[src/rtl/id_ex_reg.sv]
// ID/EX pipeline register with flush/stall/load-use bubble insertion and a saturating bubble counter.
// Define ID_EX_LOAD_USE_DET_EN to build the load-use hazard detector; otherwise hazard_o is tied to 0.
module id_ex_reg (
  input  logic        clk_i,
  input  logic        rst_i,
  input  logic        WB_i,
  input  logic        MemRead_i,
  input  logic        MemWrite_i,
  input  logic        MemtoReg_i,
  input  logic        ALUSrc_i,
  input  logic        RegDst_i,
  input  logic [2:0]  ALU_op_i,
  input  logic [31:0] rs_data_i,
  input  logic [31:0] rt_data_i,
  input  logic [31:0] imm_i,
  input  logic [31:0] pc_plus4_i,
  input  logic [4:0]  rs_i,
  input  logic [4:0]  rt_i,
  input  logic [4:0]  rd_i,
  input  logic [5:0]  funct_i,
  input  logic        valid_i,
  input  logic        stall_i,
  input  logic        flush_i,
  output logic        WB_o,
  output logic        MemRead_o,
  output logic        MemWrite_o,
  output logic        MemtoReg_o,
  output logic        ALUSrc_o,
  output logic        RegDst_o,
  output logic [2:0]  ALU_op_o,
  output logic [31:0] rs_data_o,
  output logic [31:0] rt_data_o,
  output logic [31:0] imm_o,
  output logic [31:0] pc_plus4_o,
  output logic [4:0]  rs_o,
  output logic [4:0]  rt_o,
  output logic [4:0]  rd_o,
  output logic [5:0]  funct_o,
  output logic        valid_o,
  output logic        hazard_o,
  output logic [15:0] bubble_cnt_o
);

  typedef struct packed {
    logic        wb;
    logic        mem_read;
    logic        mem_write;
    logic        mem_to_reg;
    logic        alu_src;
    logic        reg_dst;
    logic [2:0]  alu_op;
    logic [31:0] rs_data;
    logic [31:0] rt_data;
    logic [31:0] imm;
    logic [31:0] pc_plus4;
    logic [4:0]  rs;
    logic [4:0]  rt;
    logic [4:0]  rd;
    logic [5:0]  funct;
    logic        valid;
  } stage_t;

  // ALU_op 3'b111 marks a bubble so EX decodes it as a no-op class.
  localparam stage_t BubbleStage = '{
    wb:         1'b0,
    mem_read:   1'b0,
    mem_write:  1'b0,
    mem_to_reg: 1'b0,
    alu_src:    1'b0,
    reg_dst:    1'b0,
    alu_op:     3'b111,
    rs_data:    32'd0,
    rt_data:    32'd0,
    imm:        32'd0,
    pc_plus4:   32'd0,
    rs:         5'd0,
    rt:         5'd0,
    rd:         5'd0,
    funct:      6'd0,
    valid:      1'b0
  };

  stage_t      stage_q, stage_d, stage_in;
  logic [15:0] cnt_q, cnt_d;
  logic        load_bubble;

  always_comb begin
    stage_in.wb         = WB_i;
    stage_in.mem_read   = MemRead_i;
    stage_in.mem_write  = MemWrite_i;
    stage_in.mem_to_reg = MemtoReg_i;
    stage_in.alu_src    = ALUSrc_i;
    stage_in.reg_dst    = RegDst_i;
    stage_in.alu_op     = ALU_op_i;
    stage_in.rs_data    = rs_data_i;
    stage_in.rt_data    = rt_data_i;
    stage_in.imm        = imm_i;
    stage_in.pc_plus4   = pc_plus4_i;
    stage_in.rs         = rs_i;
    stage_in.rt         = rt_i;
    stage_in.rd         = rd_i;
    stage_in.funct      = funct_i;
    stage_in.valid      = valid_i;
  end

`ifdef ID_EX_LOAD_USE_DET_EN
  // MemtoReg, not MemRead, identifies a load: stores also raise MemRead.
  // rt of the ID instruction is only a source for R-type (ALUSrc=0) or store data.
  assign hazard_o = stage_q.valid & stage_q.mem_to_reg & (stage_q.rt != 5'd0) & valid_i &
                    ((rs_i == stage_q.rt) | ((rt_i == stage_q.rt) & (~ALUSrc_i | MemWrite_i)));
`else
  assign hazard_o = 1'b0;
`endif

  always_comb begin
    stage_d     = stage_q;
    load_bubble = 1'b0;
    if (flush_i) begin
      load_bubble = 1'b1;
    end else if (stall_i) begin
      stage_d = stage_q;
    end else if (hazard_o) begin
      load_bubble = 1'b1;
    end else begin
      stage_d = stage_in;
    end
    if (load_bubble) begin
      stage_d = BubbleStage;
    end

    cnt_d = cnt_q;
    if (load_bubble && (cnt_q != 16'hFFFF)) begin
      cnt_d = cnt_q + 16'd1;
    end
  end

  always_ff @(posedge clk_i or posedge rst_i) begin
    if (rst_i) begin
      stage_q <= BubbleStage;
      cnt_q   <= 16'd0;
    end else begin
      stage_q <= stage_d;
      cnt_q   <= cnt_d;
    end
  end

  assign WB_o         = stage_q.wb;
  assign MemRead_o    = stage_q.mem_read;
  assign MemWrite_o   = stage_q.mem_write;
  assign MemtoReg_o   = stage_q.mem_to_reg;
  assign ALUSrc_o     = stage_q.alu_src;
  assign RegDst_o     = stage_q.reg_dst;
  assign ALU_op_o     = stage_q.alu_op;
  assign rs_data_o    = stage_q.rs_data;
  assign rt_data_o    = stage_q.rt_data;
  assign imm_o        = stage_q.imm;
  assign pc_plus4_o   = stage_q.pc_plus4;
  assign rs_o         = stage_q.rs;
  assign rt_o         = stage_q.rt;
  assign rd_o         = stage_q.rd;
  assign funct_o      = stage_q.funct;
  assign valid_o      = stage_q.valid;
  assign bubble_cnt_o = cnt_q;

endmodule
[config.mk]
export PLATFORM = sky130hd
export DESIGN_NAME = id_ex_reg
export DESIGN_NICKNAME = d
export VERILOG_FILES = /design/src/rtl/id_ex_reg.sv
export SDC_FILE = /design/constraint.sdc
export NUM_CORES = 1
export LEC_CHECK = 0
export CAP_MARGIN = 10
export CELL_PAD_IN_SITES_DETAIL_PLACEMENT = 2
export CELL_PAD_IN_SITES_GLOBAL_PLACEMENT = 2
export CORE_MARGIN = 2
export CORE_UTILIZATION = 27
export CTS_CLUSTER_DIAMETER = 120
export DETAILED_ROUTE_END_ITERATION = 8
export MAX_ROUTING_LAYER = met4
export PLACE_DENSITY = 0.91
export SYNTH_ARGS = -nofsm -noshare
export SYNTH_HDL_FRONTEND = slang
export SYNTH_SLANG_ARGS = --single-unit
[constraint.sdc]
create_clock -name clk_i -period 12.4 [get_ports clk_i]
set_clock_uncertainty 0.2 [all_clocks]
set_input_delay 2.48 -clock clk_i [delete_from_list [all_inputs] [get_ports clk_i]]
set_output_delay 2.48 -clock clk_i [all_outputs]
set_load 0.005 [all_outputs]
**Yosys cells after proc, flatten, opt, wreduce, memory -nomap -nowiden**

Cells that the tools add are included.

- Bits of input ports: 163
- Register bits after elaboration: 175

- Reduce and logical (&&, ||, !) cells: 2
- Add/sub/neg operators: 1
- Mux-type cells: 4
- Equal/unequal tests: 3

Operator list:

| cell | count |
|---|---|
| $mux W159 | 3 |
| $add A16 B1 Y16 const B | 1 |
| $ne A16 B16 Y1 const B | 1 |
| $ne A2 B1 Y1 const B | 2 |
| $reduce_and A2 Y1 | 1 |
| $logic_and A1 B1 Y1 | 1 |
| $mux W1 | 1 |

**Depth between registers and ports, before layout**

- Depth in word-level cells: 3
- Depth in mapped cells: 5
- Mapped depth without buffers: 5

**Least setup slack after synthesis**

OpenSTA, ideal clock, no wires.

- Path type: input to register
- Start point: input port stall_i
- End point: register stage_q (netlist bit imm_o[10])
- Arrival time: 3418 ps
- Data required time: 12068 ps
- Path slack: 8650 ps
- Cell stages on the path: 5
- Path through: buf_2 buf_2 buf_2 mux2i_1 nor2_1

- Cells in the longest elaborated chain, start to end: 2

RTL lines:

| what | line | text |
|---|---|---|
| start, declared | 22 | `input logic stall_i,` |
| $ne A2 B1 Y1 (no line) | -- |  |
| $reduce_and A2 Y1 (no line) | -- |  |
| end signal, assigned | 139 | `stage_q <= BubbleStage;` |
| end signal, assigned | 142 | `stage_q <= stage_d;` |
| end, declared | 83 | `stage_t stage_q, stage_d, stage_in;` |

Every way passes these cells.
A chain may end at the register's enable or synchronous reset.

**Final worst setup path**

- Start point: input port stall_i
- End point: register stage_q (netlist bit rt_data_o[28])

Same word-level chain as after synthesis.

==> metrics.md <==
| Metric | Value |
|---|---|
| Synth Area in Compound Gates | under 10% |
| RSZ-0062 raised after global routing | no |
| H-tree Lvls | 4 |
| Number of synthesized flops with an enable pin | 0 |
| TritonCTS buffer count | 17 |
| Asr flop ratio synth | 100% |
| Slew headroom | approximately 32% |
| Layout filler cell count | ~2700 |
| CTS root buffer | clkbuf_16 |
| HP Start | bubble_cnt_o[15]$_DFFE_PP0P_ |
| Vias per cell | around 4.6 |
| Flop2flop setup slack | ~10 ns |
| Post-CTS setup buffer count | 0 |
| Worst hold path depth | 1 |
| CTS Sinks | between 150 and 200 |
| LEAKAGE | roughly 5.2 nW |
| Unique masters post-synth | 32 |
| Worst path slowest cell | buf_4 |
| Crit path DAT | 4.30 ns |
| CTS resizes | 0 |
| Synth Flop Type | dfrtp_1 |
| Synth top cells by count | dfrtp_1 (172), nor2_1 (163), mux2i_1 (156) |
| Std cell rows | between 50 and 60 |
| Die area | about 28000 sq um |
| Synth Area per Inst | 12.1 sq um |
| Die width | about 170 microns |
| Final period util | 34.1% |
| Final setup vio count | 0 |
| Sequential area share after synthesis | approximately three fifths |
| Reg clk slew, reported paths | roughly 0.07 ns |
| Post-DP HPWL | 18.1 mm |
| Layout cells sized above 1 | 4.84% |
| DRT Pass-1 Iters | 4 |
| Gpl congestion | ~0.75 |
| Worst Tran Pin Value | 1.02 ns |
| Grt total ovfl | 0 |
| Vias in the first global route | between 6000 and 7000 |
| Final hold violations | 0 |
| Critical path fanouts, max | 58 |
| Clock Latency Late Sink | approximately 0.42 ns |
| TNS Setup | 0 ns |
| RR Endpoint | bubble_cnt_o[14]$_DFFE_PP0P_ |
| Setup crit start kind | primary input |
| Required @ worst endpoint | ~12 ns |
| Pwr/cell area | approximately 130 nW/um^2 |
| Adder-cell share of the synthesized area | less than 1% |
| # DRC | 0 |
| Final nets | between 1000 and 1500 |
| Worst r2r src | bubble_cnt_o[0]$_DFFE_PP0P_ |
| DR WL/cell | approximately 20 microns |
| Mux contribution to synthesized area | 22.0% |
| Max IR drop VDD | between 0.06 and 0.07 mV |
| Antenna violations before repair | 0 |
| Outcome | finished clean |
| Post-Syn Instances | approximately 600 |
| N_diodes | 0 |
| Top Ports | ~340 |
| Synthesis-to-finish area growth | 59.4% |
| Post-Synth XOR/XNOR Area | about 1.2% |
| Core box area | 26000 sq um |
| FMAX | 236 MHz |
| Largest family of logic cells by synthesized area | multiplexers |
| CP max stage delay | 0.85 ns |
| Pre-CTS setup slack | a little under 8 ns |
| CTS Hold Bufs | 0 |
| Synth warn | 0 |
| Synth top area share | about three fifths |
| Synthesized area | between 7000 and 8000 sq um |
| Type of the worst setup path | primary input to flop |
| Cells on worst reg2reg path | 5 |
| First-pass GRT wire length | 39.5 mm |
| Cell Chain, Critical Path | clkbuf_8, buf_4, mux2i_1, nor2_1 |
| Final slew viol count | 0 |
| Worst Slack Setup Final | 8.17 ns |
| Port Buffers | 337 |
| Total Wirelength | between 20 and 25 mm |
| Synthesized flop and latch total | between 150 and 200 |
| Largest cells by area after synthesis | dfrtp_1 (60%), mux2i_1 (22%), nor2_1 (8.6%) |
| Yosys top cell by area | dfrtp_1 |
| Hold crit path type | flop to flop |
| CTS tree | yes |
| Hold Path End | bubble_cnt_o[15]$_DFFE_PP0P_ |
| Antenna Violating Nets Remaining | 0 |
| Post-synthesis simple-gate area fraction | 11.3% |
| Max Cap Viol | 0 |
| Count leader, synth | dfrtp_1 |
| Initial core utilization | 27.5% |
| Mapped Nets | ~760 |
| Die Ht | approximately 170 microns |
| Bufs on Longest Clock Path | 2 |
| Worst Setup End Kind | flop |
| Largest net degree at the start of global routing | 84 |
| Total GRT Usage | between 10% and 20% |
| Vias | a little under 6000 |
| Period minus WS final | between 4 and 5 ns |
| Initial drt markers | about 270 |
-- layout make-up --
class                      instances  area (sq um)  area share [%]
tap                              335           419            3.68
sequential                       175          4380            38.5
inverter                           2          12.5           0.110
multi-input combinational        378          2580            22.7
timing repair buffer             342          3410            30.0
clock buffer                      19           443            3.89
clock inverter                    13           125            1.10
-- registers in the layout, indices dropped and copies added, names as in the netlist, 6 cells and up --
signal        count
bubble_cnt_o     16
imm_o            32
rt_data_o        32
funct_o           6
rs_data_o        32
pc_plus4_o       32
-- report_power, final --
part	internal (mW)	total, mW	leakage, nW	switching (mW)
combinational	0.156	0.263	2.66	0.106
clock	0.272	0.527	0.281	0.255
sequential	0.612	0.648	2.31	0.0366
-- kinds of logic after synthesis --
kind of cell / after synthesis
multiplexers: 157
XOR/XNOR: 10
AND/OR/NAND/NOR: 197
AO/OA/AOI/OAI: 12
flip-flops: 175
other: 1
buffers and inverters: 39
adder cells (fa/ha/maj): 1
-- metrics by stage --
step	cells	util (%)	instance area (sq um)	hold slack [ns]	total power [mW]
global placement	1232	41.6	10800	0.301	0.911
detailed placement	1232	41.6	10800	0.315	0.926
global route	1264	43.8	11400	0.359	1.51
floorplan	592	-	7130	0.288	0.749
CTS	1264	43.8	11400	0.330	1.47
finish	1264	43.8	11400	0.323	1.44
-- worst max-delay path by stage --
| stage | start | to | slack, ns | cells past startpoint |
|---|---|---|---|---|
| 2_1_floorplan | rst_i | ALUSrc_o$_DFFE_PP0P_ | 4.98 | 1 |
| 3_3_place_gp | flush_i | bubble_cnt_o[14]$_DFFE_PP0P_ | 7.72 | 5 |
| 3_5_place_dp | stall_i | rt_data_o[28]$_DFFE_PP0P_ | 7.71 | 4 |
| 4_1_cts | stall_i | imm_o[5]$_DFFE_PP0P_ | 8.18 | 4 |
| 5_1_grt | flush_i | bubble_cnt_o[14]$_DFFE_PP0P_ | 8.03 | 5 |
| 6_report | stall_i | rt_data_o[28]$_DFFE_PP0P_ | 8.17 | 4 |
-- cell usage in the layout (no fill, tap or decap), types with 3 or more instances in the layout --
| cell | n |
|---|---|
| clkdlybuf4s50_1 | 335 |
| dfrtp_1 | 172 |
| nor2_1 | 163 |
| mux2i_1 | 156 |
| clkbuf_16 | 17 |
| nand2_1 | 7 |
| xnor2_1 | 7 |
| nand4_1 | 6 |
| nand3_1 | 6 |
| buf_4 | 6 |
| inv_6 | 5 |
| nor3_1 | 4 |
| a21oi_1 | 4 |
| clkinv_4 | 4 |
| dfstp_2 | 3 |
| nor2b_1 | 3 |
| a211o_1 | 3 |
| xor2_1 | 3 |
| inv_8 | 3 |
-- worst max-delay path: cells and delay by family --
kind | cells | cell delay [ns]
muxes | 1 | 0.33
buffers and inverters | 2 | 1.31
and+or+nand+nor | 1 | 0.06
-- metal layers --
metal | wire, microns | vias up | part of all wire [%] | track usage (%)
li1 | - | 2625 | - | -
met1 | 9550 | 2903 | 38 | 20.5
met2 | 13000 | 221 | 52 | 32.6
met3 | 1710 | 32 | 6.9 | 5.61
met4 | 626 | 0 | 2.5 | 6.56
met5 | 0 | - | 0 | -
(Power assumes the default switching activity.)
